### config.mk
export PLATFORM = sky130hd
export DESIGN_NAME = cipher_round_ctrl_flat
export DESIGN_NICKNAME = d
export VERILOG_FILES = /design/src/rtl/cipher_round_ctrl_if.sv /design/src/rtl/cipher_round_ctrl.sv /design/src/flat_wrapper.sv
export SDC_FILE = /design/constraint.sdc
export NUM_CORES = 1
export LEC_CHECK = 0
export ABC_AREA = 1
export CAP_MARGIN = 0
export CORE_MARGIN = 4
export CORE_UTILIZATION = 46
export CTS_CLUSTER_DIAMETER = 120
export CTS_CLUSTER_SIZE = 30
export DETAILED_ROUTE_END_ITERATION = 7
export PLACE_DENSITY_LB_ADDON = 0.05
export SETUP_SLACK_MARGIN = 0.15
export SYNTH_ARGS = -nofsm -noshare
export SYNTH_HDL_FRONTEND = slang
export SYNTH_SLANG_ARGS = --single-unit
### constraint.sdc
create_clock -name clk -period 1.8 [get_ports clk]
set_input_delay 0.54 -clock clk [delete_from_list [all_inputs] [get_ports clk]]
set_output_delay 0.54 -clock clk [all_outputs]
set_load 0.02 [all_outputs]
### src/rtl/cipher_round_ctrl_if.sv
// Bundle between the round sequencer and its environment:
// serial key load, start/status handshake and round datapath.
interface cipher_round_ctrl_if #(
   parameter int WORD_W      = 9,
   parameter int NUM_WORDS   = 4,
   parameter int KEY_CHUNK_W = 16,
   parameter int KEY_W       = 144,
   parameter int RND_W       = 7
);
   localparam int STATE_W = WORD_W * NUM_WORDS;

   logic                   key_valid;
   logic [KEY_CHUNK_W-1:0] key_chunk;
   logic                   key_ready;
   logic                   key_loaded;
   logic [KEY_W-1:0]       key_out;
   logic                   start;
   logic                   mode;
   logic [STATE_W-1:0]     data_in;
   logic                   busy;
   logic                   done;
   logic                   err;
   logic [STATE_W-1:0]     data_out;
   logic [RND_W-1:0]       round_no;
   logic                   rd_mode;
   logic [STATE_W-1:0]     rd_in;
   logic [STATE_W-1:0]     rd_out;

   modport master (
      output key_valid, key_chunk, start, mode, data_in, rd_out,
      input  key_ready, key_loaded, key_out, busy, done, err,
      input  data_out, round_no, rd_mode, rd_in
   );

   modport slave (
      input  key_valid, key_chunk, start, mode, data_in, rd_out,
      output key_ready, key_loaded, key_out, busy, done, err,
      output data_out, round_no, rd_mode, rd_in
   );
endinterface

### src/rtl/cipher_round_ctrl.sv
// Encrypt/decrypt round sequencer for the toy block cipher:
// serial key load, round stepping and done/err status.
module cipher_round_ctrl #(
   parameter int WORD_W      = 9,
   parameter int NUM_WORDS   = 4,
   parameter int KEY_CHUNK_W = 16,
   parameter int KEY_W       = 144,
   parameter int NUM_ROUNDS  = 10,
   parameter int RND_W       = 7
) (
   input logic                clk,
   input logic                rst_n,
   cipher_round_ctrl_if.slave bus
);
   localparam int STATE_W = WORD_W * NUM_WORDS;
   localparam int NCHUNK  = KEY_W / KEY_CHUNK_W;
   localparam int CNT_W   = (NCHUNK > 1) ? $clog2(NCHUNK) : 1;

   typedef enum logic {S_IDLE, S_RUN} state_t;

   state_t             r_state;
   logic [KEY_W-1:0]   r_key;
   logic               r_loaded;
   logic [CNT_W-1:0]   r_cnt;
   logic               r_done;
   logic               r_err;
   logic [STATE_W-1:0] r_dout;
   logic [RND_W-1:0]   r_rnd;
   logic               r_mode;
   logic [STATE_W-1:0] r_st;

   logic w_idle;
   logic w_key_acc;
   logic w_start_ok;
   logic w_start_bad;
   logic w_last;

   assign w_idle      = (r_state == S_IDLE);
   assign w_key_acc   = w_idle & ~bus.start & bus.key_valid;
   assign w_start_ok  = w_idle & bus.start & r_loaded
                        & (r_cnt == '0);
   assign w_start_bad = bus.start & ~w_start_ok;
   assign w_last      = r_mode ? (r_rnd == RND_W'(1))
                               : (r_rnd == RND_W'(NUM_ROUNDS));

   assign bus.key_ready  = w_idle & ~bus.start;
   assign bus.key_loaded = r_loaded;
   assign bus.key_out    = r_key;
   assign bus.busy       = (r_state == S_RUN);
   assign bus.done       = r_done;
   assign bus.err        = r_err;
   assign bus.data_out   = r_dout;
   assign bus.round_no   = r_rnd;
   assign bus.rd_mode    = r_mode;
   assign bus.rd_in      = r_st;

   // Sequencer: key shift-in, start acceptance and round iteration
   always_ff @(posedge clk or negedge rst_n) begin
      if (!rst_n) begin
         r_state  <= S_IDLE;
         r_key    <= '0;
         r_loaded <= 1'b0;
         r_cnt    <= '0;
         r_done   <= 1'b0;
         r_err    <= 1'b0;
         r_dout   <= '0;
         r_rnd    <= '0;
         r_mode   <= 1'b0;
         r_st     <= '0;
      end else begin
         r_done <= 1'b0;
         r_err  <= w_start_bad;
         unique case (r_state)
            S_IDLE: begin
               if (w_key_acc) begin
                  r_key <= {r_key[KEY_W-KEY_CHUNK_W-1:0],
                            bus.key_chunk};
                  if (r_cnt == CNT_W'(NCHUNK - 1)) begin
                     r_cnt    <= '0;
                     r_loaded <= 1'b1;
                  end else begin
                     r_cnt    <= r_cnt + 1'b1;
                     r_loaded <= 1'b0;
                  end
               end
               if (w_start_ok) begin
                  r_st    <= bus.data_in;
                  r_mode  <= bus.mode;
                  r_rnd   <= bus.mode ? RND_W'(NUM_ROUNDS)
                                      : RND_W'(1);
                  r_state <= S_RUN;
               end
            end
            S_RUN: begin
               r_st <= bus.rd_out;
               if (w_last) begin
                  r_dout  <= bus.rd_out;
                  r_done  <= 1'b1;
                  r_rnd   <= '0;
                  r_state <= S_IDLE;
               end else if (r_mode) begin
                  r_rnd <= r_rnd - 1'b1;
               end else begin
                  r_rnd <= r_rnd + 1'b1;
               end
            end
            default: r_state <= S_IDLE;
         endcase
      end
   end
endmodule

### src/flat_wrapper.sv
// flat-port wrapper written by rule: the top's interface ports become plain ports
module cipher_round_ctrl_flat 
#(
   parameter int WORD_W      = 9,
   parameter int NUM_WORDS   = 4,
   parameter int KEY_CHUNK_W = 16,
   parameter int KEY_W       = 144,
   parameter int NUM_ROUNDS  = 10,
   parameter int RND_W       = 7
)
  (clk, rst_n, bus_key_valid, bus_key_chunk, bus_start, bus_mode, bus_data_in, bus_rd_out, bus_key_ready, bus_key_loaded, bus_key_out, bus_busy, bus_done, bus_err, bus_data_out, bus_round_no, bus_rd_mode, bus_rd_in);
  cipher_round_ctrl_if #(.WORD_W(WORD_W), .NUM_WORDS(NUM_WORDS), .KEY_CHUNK_W(KEY_CHUNK_W), .KEY_W(KEY_W), .RND_W(RND_W)) bus_i ();
  input logic clk;
  input logic rst_n;
  input wire logic [$bits(bus_i.key_valid)-1:0] bus_key_valid;
  input wire logic [$bits(bus_i.key_chunk)-1:0] bus_key_chunk;
  input wire logic [$bits(bus_i.start)-1:0] bus_start;
  input wire logic [$bits(bus_i.mode)-1:0] bus_mode;
  input wire logic [$bits(bus_i.data_in)-1:0] bus_data_in;
  input wire logic [$bits(bus_i.rd_out)-1:0] bus_rd_out;
  output wire logic [$bits(bus_i.key_ready)-1:0] bus_key_ready;
  output wire logic [$bits(bus_i.key_loaded)-1:0] bus_key_loaded;
  output wire logic [$bits(bus_i.key_out)-1:0] bus_key_out;
  output wire logic [$bits(bus_i.busy)-1:0] bus_busy;
  output wire logic [$bits(bus_i.done)-1:0] bus_done;
  output wire logic [$bits(bus_i.err)-1:0] bus_err;
  output wire logic [$bits(bus_i.data_out)-1:0] bus_data_out;
  output wire logic [$bits(bus_i.round_no)-1:0] bus_round_no;
  output wire logic [$bits(bus_i.rd_mode)-1:0] bus_rd_mode;
  output wire logic [$bits(bus_i.rd_in)-1:0] bus_rd_in;
  assign bus_i.key_valid = bus_key_valid;
  assign bus_i.key_chunk = bus_key_chunk;
  assign bus_i.start = bus_start;
  assign bus_i.mode = bus_mode;
  assign bus_i.data_in = bus_data_in;
  assign bus_i.rd_out = bus_rd_out;
  assign bus_key_ready = bus_i.key_ready;
  assign bus_key_loaded = bus_i.key_loaded;
  assign bus_key_out = bus_i.key_out;
  assign bus_busy = bus_i.busy;
  assign bus_done = bus_i.done;
  assign bus_err = bus_i.err;
  assign bus_data_out = bus_i.data_out;
  assign bus_round_no = bus_i.round_no;
  assign bus_rd_mode = bus_i.rd_mode;
  assign bus_rd_in = bus_i.rd_in;
  cipher_round_ctrl #(.WORD_W(WORD_W), .NUM_WORDS(NUM_WORDS), .KEY_CHUNK_W(KEY_CHUNK_W), .KEY_W(KEY_W), .NUM_ROUNDS(NUM_ROUNDS), .RND_W(RND_W)) u_core (.clk(clk), .rst_n(rst_n), .bus(bus_i));
endmodule
Word-level counts from Yosys, hierarchy flattened

Cells that the tools add are included.

Register bits: 232
Input port bits: 93
Output and inout port bits: 229
Word-level logic and storage cells: 45

$add $sub $neg: 3
Equality and inequality tests: 4
Mux-type cells: 15
Bitwise gates (word level): 9
Reductions and logical operators: 4

Operator list:

| kind                                                               | count |
|---|---|
| 36-bit case mux with 2 select lines                                | 1 |
| 36-bit 2-to-1 mux                                                  | 1 |
| 7-bit 2-to-1 mux                                                   | 3 |
| 7-bit case mux with 2 select lines                                 | 1 |
| 4-bit 2-to-1 mux                                                   | 2 |
| 7-bit by 1-bit adder with 7-bit output, second input constant      | 1 |
| 7-bit by 1-bit == test with 1-bit output, second input constant    | 1 |
| 7-bit by 4-bit == test with 1-bit output, second input constant    | 1 |
| 7-bit by 1-bit subtractor with 7-bit output, second input constant | 1 |
| 1-bit bitwise AND                                                  | 6 |
| 1-bit 2-to-1 mux                                                   | 6 |
| 2-bit AND reduction                                                | 3 |
| 4-bit by 1-bit adder with 4-bit output, second input constant      | 1 |
| 4-bit == test, second input constant                               | 1 |
| 4-bit zero test                                                    | 1 |
| 1-bit NOT                                                          | 3 |
| 2-bit inequality test, second input constant                       | 1 |
| 1-bit case mux with 2 select lines                                 | 1 |

Logic depth before layout (Yosys ltp)

Gate-level depths: netlist of the first run.

Depth in word-level cells: 6
Gate-level depth with buffers: 11
Depth with buffers taken out: 11

Least setup slack after synthesis of the first run

Ideal clock, no wire load.

Path type: flip-flop to flip-flop
Start: reg u_core.r_rnd[0] (netlist: u_core.bus.round_no[0])
End: reg u_core.r_dout[10] (netlist: u_core.bus.data_out[10])
Setup time: 0.116 ns
Arrival time: 1.500 ns
Required time: 1.684 ns
Slack: 0.184 ns
Stages on the path, launching flop included: 12
Buffers on the path: 2
Clock period less this slack: 1.616 ns
Path through: dfrtp_1 -> inv_1 -> ha_1 -> nand2_1 -> inv_1 -> nand2_1 -> nand2_1 -> nand3_2 -> buf_4 -> buf_6 -> nand2_1 -> nand2_1

Word-level cells in the longest chain between the ends: 3
Elaborated cells on any way between the ends: 4
Those cells by class: eq/ne: 2; mux: 1; reduce/logical: 1

Ends and longest elaborated chain:

| element                                                                                                     | RTL line                                         | RTL |
|---|---|---|
| start, declared                                                                                             | cipher_round_ctrl.sv:28                          | `logic [RND_W-1:0] r_rnd;` |
| start signal, assigned                                                                                      | cipher_round_ctrl.sv:89                          | `r_rnd <= bus.mode ? RND_W'(NUM_ROUNDS)` |
| start signal, assigned                                                                                      | cipher_round_ctrl.sv:102                         | `r_rnd <= r_rnd - 1'b1;` |
| start signal, assigned                                                                                      | cipher_round_ctrl.sv:104                         | `r_rnd <= r_rnd + 1'b1;` |
| 7-bit by 4-bit == test with 1-bit output / 7-bit by 1-bit == test with 1-bit output (equally long branches) | cipher_round_ctrl.sv:44, cipher_round_ctrl.sv:43 |  |
| 1-bit 2-to-1 mux (*)                                                                                        | cipher_round_ctrl.sv:43                          | `assign w_last = r_mode ? (r_rnd == RND_W'(1))` |
| 2-bit AND reduction (no line) (*)                                                                           | --                                               |  |
| end signal, assigned                                                                                        | cipher_round_ctrl.sv:97                          | `r_dout <= bus.rd_out;` |
| end, declared                                                                                               | cipher_round_ctrl.sv:27                          | `logic [STATE_W-1:0] r_dout;` |

Mark *: on every way between the ends. The rest lies on a longest branch, timed or not.
A chain may end at the register's enable or synchronous reset.

Worst setup path in the final report of the first run

Start: reg u_core.r_state (netlist: u_core.bus.busy)
End: out bus_key_ready

Word-level cells in the longest chain between the ends: 2

Ends and longest elaborated chain:

| element                | RTL line                 | RTL |
|---|---|---|
| start, declared        | cipher_round_ctrl.sv:21  | `state_t r_state;` |
| start signal, assigned | cipher_round_ctrl.sv:60  | `r_state <= S_IDLE;` |
| start signal, assigned | cipher_round_ctrl.sv:91  | `r_state <= S_RUN;` |
| start signal, assigned | cipher_round_ctrl.sv:100 | `r_state <= S_IDLE;` |
| 1-bit NOT (no line)    | --                       |  |
| 1-bit bitwise AND      | cipher_round_ctrl.sv:46  | `assign bus.key_ready = w_idle & ~bus.start;` |
| end, declared          | flat_wrapper.sv:21       | `output wire logic [$bits(bus_i.key_ready)-1:0] bus_key_ready;` |

No other way between the ends.

==> run metrics, run 1 <==
status=completed; CTS tree=built; Slew @ Worst Pin=0.450 ns; detailed placement HPWL=19.4 mm; Synth Area in XOR/XNOR=0.00182; Mapped Avg Cell Area=a little under 9 um^2; post-route insts no fill=1778; number of global-route vias before repair=8256; part of the Yosys area used for sequential elements=0.603; row cnt=52; adder-cell share of the synthesized area=0.00780; Root Driver=clkbuf_16; Final Slew Violations=0; most common cell in the netlist=nand2_1; Post-DRT Antenna Nets=0; Combinational Power Share=0.073; Seq cells post-synth=about 230; Hold Path End=u_core.bus.key_out[142]$_DFFE_PN0P_; Worst Hold Slack=0.486 ns; synth cell count leaders=652 x nand2_1, 232 x dfrtp_1, 33 x o21ai_0; Starting Density=0.471; worst-case reg-to-reg path depth=10; max-cap violations=0; Arr. time, crit path=1.22 ns; origin of the critical flop-to-flop path=u_core.bus.round_no[1]$_DFFE_PN0P_; vias=~8600; first-pass GRT wire length=44.3 mm; Die W=153 um; Hold Crit Depth=2; dominant cells by area after synthesis=dfrtp_1 60%, nand2_1 25%, buf_6 2.0%, o21a_1 1.9%, o21ai_0 1.7%; First-pass DRT Iterations=5; Sw Share=0.228; synthesized area=about 9600 um^2; Max FO, Critical Path=3; final worst slack=0.0446 ns; largest family of logic cells by synthesized area=simple AND/OR/NAND/NOR gates; Yosys top cell area share=0.603; layout cell share with drive strength beyond 1=0.277; Critical-path top delay cell=dfrtp_2; Yosys Warn Count=0; fillers=1802; cells after synthesis=approximately 1100; PortBufs=321; GRT Overall Usage=0.229; nets=1606; post-DR wirelength/cell=16.4 um; proportion of synthesized area in mux cells=0; hold crit path type=reg2reg; Rel. slew slack=0.700; initial antenna violation count=2; GRT Residual Overflow=0; Routability Congestion=0.818; Setup crit end kind=output pin; setup slack, reg-to-reg=0.12 ns; DRC viols=0; Area Overhead vs Synth=40.4%; number of flops mapped to enable cells by yosys=0; CP Launch Type=flop; CTS H-tree lvls=1; P_leak=between 0.007 and 0.008 uW; Initial DRC Count=roughly 500; clock-pin slew on the worst setup and hold paths=0.12 ns; HP Start=u_core.bus.key_out[142]$_DFFE_PN0P_; Switch Pwr=1990 uW; pwr/cell area=between 600 and 700 nW/um^2; pin count of the biggest net entering global routing=50; post-synthesis async set-or-reset flop share=1.00; Max Root-Sink Buffers=3; crit path time final=1.76 ns; power share of the clock group=0.317; core area=20400 um^2; worst path cell trace=nor2_4, buf_6; skew final=0.0217 ns; Critical Path Max Stage Delay=0.47 ns; Synth Area in Simple Gates=0.292; Seq pwr share=0.610; top-level I/O count=approximately 320; DIE AREA=23300 um^2; Worst-Skew Late Latency=0.48 ns; Final period util=0.975; Distinct cells, synth=25; type of the worst setup path=reg2out; Hold Violations, Final=0; peak supply drop=about 490 uV; CTS Sinks=232; leading area contributor after synthesis=dfrtp_1; Int Pwr=~6700 uW; Synth Net Count=1203; complex-gate fraction of the synthesized area=0.0390; worst flop-to-flop path endpoint=u_core.bus.round_no[3]$_DFFE_PN0P_; pre-CTS setup slack=-0.520 ns; via density per instance=4.81; die height=153 um; Post-Place Cells=1680; Fmax=0.570 GHz; final setup vio count=0; ys flop type=dfrtp_1; required time of the critical path=1.26 ns; TritonCTS Buffers=11; final WL=29.2 mm; RSZ-0062 raised after global routing=true
==> stage by stage <==
stage,utilization,total power [uW],cell area [um^2],TNS [ns]
2_1_floorplan,-,5580,9630,0
3_5_place_dp,0.651,6090,13300,-26.93
4_1_cts,0.628,8770,12800,0
6_report,0.662,8710,13500,0
5_1_grt,0.662,9040,13500,0
3_3_place_gp,0.651,6080,13300,-20.75
==> worst max-delay path, delay by kind of cell (launching register included) <==
family        cells  cell delay (ns)
flops             1             0.47
buf+inv           1             0.13
simple gates      1             0.14
==> power groups by stage <==
stage	logic [uW]	clock network [uW]	registers [uW]
floorplan	94.3	0	5480
global placement	668	0	5410
global route	696	3020	5320
CTS	642	2820	5310
finish	635	2760	5310
detailed placement	674	0	5410
==> registers in the layout (all words and copies together) (netlist names) <==
signal and cells:
u_core.bus.rd_in 36, u_core.bus.round_no 7, u_core.bus.key_out 144, u_core.bus.done 1, u_core.bus.busy 1, u_core.bus.rd_mode 1
u_core.bus.data_out 36, u_core.r_cnt 4, u_core.bus.key_loaded 1, u_core.bus.err 1
==> per-layer routing <==
layer	GRT usage	vias to the layer above	routed length [um]
met5	0	-	0
met3	0.0687	42	2490
met4	0.0590	0	732
li1	-	4182	-
met2	0.368	284	13300
met1	0.306	4043	12600
==> timing repair <==
| item | CTS | global route |
|---|---|---|
| setup endpoints to repair | 281 | 99 |
| setup buffers | 46 | 26 |
| hold buffers | 1 | 0 |
| pin swaps | 1 | 7 |
| hold endpoints to repair | 40 | 0 |
| cloned | 0 | 11 |
| resized for setup | 927 | 95 |
==> area by class of cell <==
| class | instances | area (um^2) | area share |
|---|---|---|---|
| Inverter | 33 | 140 | 0.0104 |
| Multi-Input combinational cell | 782 | 3450 | 0.255 |
| Timing Repair Buffer | 447 | 3490 | 0.258 |
| Sequential cell | 232 | 5810 | 0.430 |
| Antenna cell | 1 | 2.50 | 0.000185 |
| Clock buffer | 12 | 279 | 0.0206 |
| Tap cell | 270 | 338 | 0.0250 |
| Clock inverter | 1 | 8.76 | 0.000648 |
==> worst max-delay path by stage <==
stage                                       startpoint                                  end  slack (ns)  depth (start not counted)
floorplan           u_core.bus.round_no[0]$_DFFE_PN0P_  u_core.bus.data_out[10]$_DFFE_PN0P_        0.18                         11
global placement                             bus_start                        bus_key_ready       -0.49                          3
detailed placement                           bus_start                        bus_key_ready       -0.52                          3
CTS                          u_core.bus.busy$_DFF_PN0_                        bus_key_ready        0.03                          2
global route                 u_core.bus.busy$_DFF_PN0_                        bus_key_ready        0.01                          2
finish                       u_core.bus.busy$_DFF_PN0_                        bus_key_ready        0.04                          2
==> kinds of logic after synthesis <==
kind of cell	Yosys count
compound gates	62
xor+xnor	2
fa+ha+maj	6
buf+inv	90
flops	232
simple gates	712
==> cells in the final DEF (no fill, tap or decap), drive strengths merged <==
cell type,n
nand3,36
xor2,2
clkdlybuf4s50,90
clkinvlp,1
nand2,654
o21ai,33
ha,6
dfrtp,232
inv,33
buf,341
a21oi,4
clkbuf,26
o21a,24
nand4,1
nor3,4
diode,1
dlygate4sd3,1
nor2,15
nand3b,2
o22ai,1
dlygate4sd2,1
Power figures use the tool's default switching activity.
==> run 2, diff against run 1 <==
--- a/config.mk
+++ b/config.mk
@@ -7,8 +7,10 @@
 export LEC_CHECK = 0
 export ABC_AREA = 1
 export CAP_MARGIN = 0
+export CELL_PAD_IN_SITES_DETAIL_PLACEMENT = 0
+export CELL_PAD_IN_SITES_GLOBAL_PLACEMENT = 1
 export CORE_MARGIN = 4
-export CORE_UTILIZATION = 46
+export CORE_UTILIZATION = 33
 export CTS_CLUSTER_DIAMETER = 120
 export CTS_CLUSTER_SIZE = 30
 export DETAILED_ROUTE_END_ITERATION = 7
==> run 2 against run 1 <==
Net effect: first-iteration DRC count grew 4.8%; non-clock buffer count rose by 33; cell area rose by 5.3%; clock-buffer cell count shrank 1; sequential share of layout area down 2.2 points; worst hold slack worse by 0.0022 ns; critical path depth did not move; critical path type unchanged; largest cell class unchanged; largest power group unchanged.
==> run metrics, run 2 (same netlist as run 1, synthesis figures left out) <==
status=completed; Tot Pwr=8760 uW; detailed placement HPWL=~21 mm; RSZ-0062 raised after global routing=true; worst flop-to-flop path endpoint=u_core.bus.data_out[17]$_DFFE_PN0P_; Final Slew Violations=0; layout cell share with drive strength beyond 1=0.310; pin count of the biggest net entering global routing=approximately 50; first-pass GRT wire length=around 46 mm; initial antenna violation count=1; final instance area=14200 um^2; crit path time final=1.72 ns; WP buf/inv=1; DRC viols=0; CTS H-tree lvls=1; P_leak=between 0.008 and 0.009 uW; CTS tree=built; worst path cell trace=nor2_4, buf_6; Critical Path Max Stage Delay=0.47 ns; origin of the critical flop-to-flop path=u_core.bus.round_no[1]$_DFFE_PN0P_; CP delay by family, top=flip-flops; GRT Residual Overflow=0; Hold Violations, Final=0; Critical-path top delay cell=dfrtp_2; setup slack, reg-to-reg=0.13 ns; row cnt=62; Area after DPL=around 14000 um^2; CP Launch Type=flop; GRT Overall Usage=0.178; Max Root-Sink Buffers=3; Die W=~180 um; CTS Sinks=232; vias=8488; Starting Density=0.335; Arr. time, crit path=1.18 ns; number of global-route vias before repair=8123; DIE AREA=32000 um^2; max-cap violations=0; Root Driver=clkbuf_16; clock-pin slew on the worst setup and hold paths=~0.13 ns; PortBufs=321; commonest non-fill, non-tap cell in the layout=nand2_1; via density per instance=4.41; final setup vio count=0; Hold Crit Depth=2; Post-DRT Antenna Nets=0; Routability Congestion=0.786; post-DR wirelength/cell=16.1 um; hold crit path type=reg2reg; final core occ=0.496; Fmax=0.582 GHz; Max FO, Critical Path=4; skew final=0.0181 ns; Worst-Skew Late Latency=0.48 ns; nets=1639; peak supply drop=between 500 and 600 uV; Initial DRC Count=519; top-level I/O count=322; final WL=31.0 mm; die height=179 um; Worst Setup SP=u_core.bus.busy$_DFF_PN0_; required time of the critical path=about 1.3 ns; total negative slack=0 ns; type of the worst setup path=reg2out; worst-case reg-to-reg path depth=12; First-pass DRT Iterations=5; Slew @ Worst Pin=0.464 ns; pwr/cell area=615 nW/um^2; commonest cells after routing, fill and taps aside=606 x nand2_1, 228 x dfrtp_1, 176 x buf_2; Rel. slew slack=0.691; TritonCTS Buffers=11; Area Overhead vs Synth=47.9%; core area=28700 um^2; HP Start=u_core.bus.rd_in[31]$_DFFE_PN0P_; Largest register FFs=144; Hold Path End=u_core.bus.rd_in[31]$_DFFE_PN0P_; Setup crit end kind=output pin; # diodes=0; Final period util=0.954
## run 2: worst max-delay path by stage
stage | slack (ns) | to | depth (start not counted)
after detailed placement | -0.46 | bus_key_ready | 3
after global placement | -0.45 | bus_key_ready | 3
after CTS | 0.05 | bus_data_out[24] | 1
after floorplan | 0.18 | u_core.bus.data_out[10]$_DFFE_PN0P_ | 11
after global routing | 0.04 | bus_key_ready | 2
final | 0.08 | bus_key_ready | 2
## run 2: worst min-delay path: stages (launching register included)
cell	delay, ns
dfrtp_1	0.36
nand2_1	0.05
nand2_1	0.05
## run 2: stage by stage
step           cells  setup slack (ns)  hold WS (ns)
2_1_floorplan   1104             0.184         0.244
3_3_place_gp    1803            -0.450         0.456
3_5_place_dp    1803            -0.461         0.464
4_1_cts         1873            0.0479         0.488
5_1_grt         1923            0.0366         0.508
6_report        1923            0.0832         0.484
## run 2: what timing repair did
item | 4_1_cts | 5_1_grt
buffers inserted | 57 | 40
endpoints found under the setup margin | 291 | 145
endpoints found under the hold margin | 33 | 0
cloned | 0 | 10
resized for setup | 924 | 201
pin swaps | 1 | 13
hold buffers | 1 | 0
## run 2: power breakdown
group	internal [uW]	leakage [uW]	switching [uW]
clock	1130	0.000140	1670
combinational	321	0.00497	330
sequential	5270	0.00291	35.7
## run 2: routing by layer
layer / GRT usage / vias up / share of wire
met5: 0 / - / 0.00039
met2: 0.270 / 250 / 0.44
met3: 0.0506 / 23 / 0.079
met4: 0.0345 / 2 / 0.018
li1: - / 4259 / -
met1: 0.258 / 3954 / 0.47
## run 2: final cells by class
class	instances	area, um^2
Clock buffer	11	275
Clock inverter	1	8.76
Fill cell	2891	14500
Inverter	33	150
Multi-Input combinational cell	782	3550
Sequential cell	232	5810
Tap cell	384	480
Timing Repair Buffer	480	3960
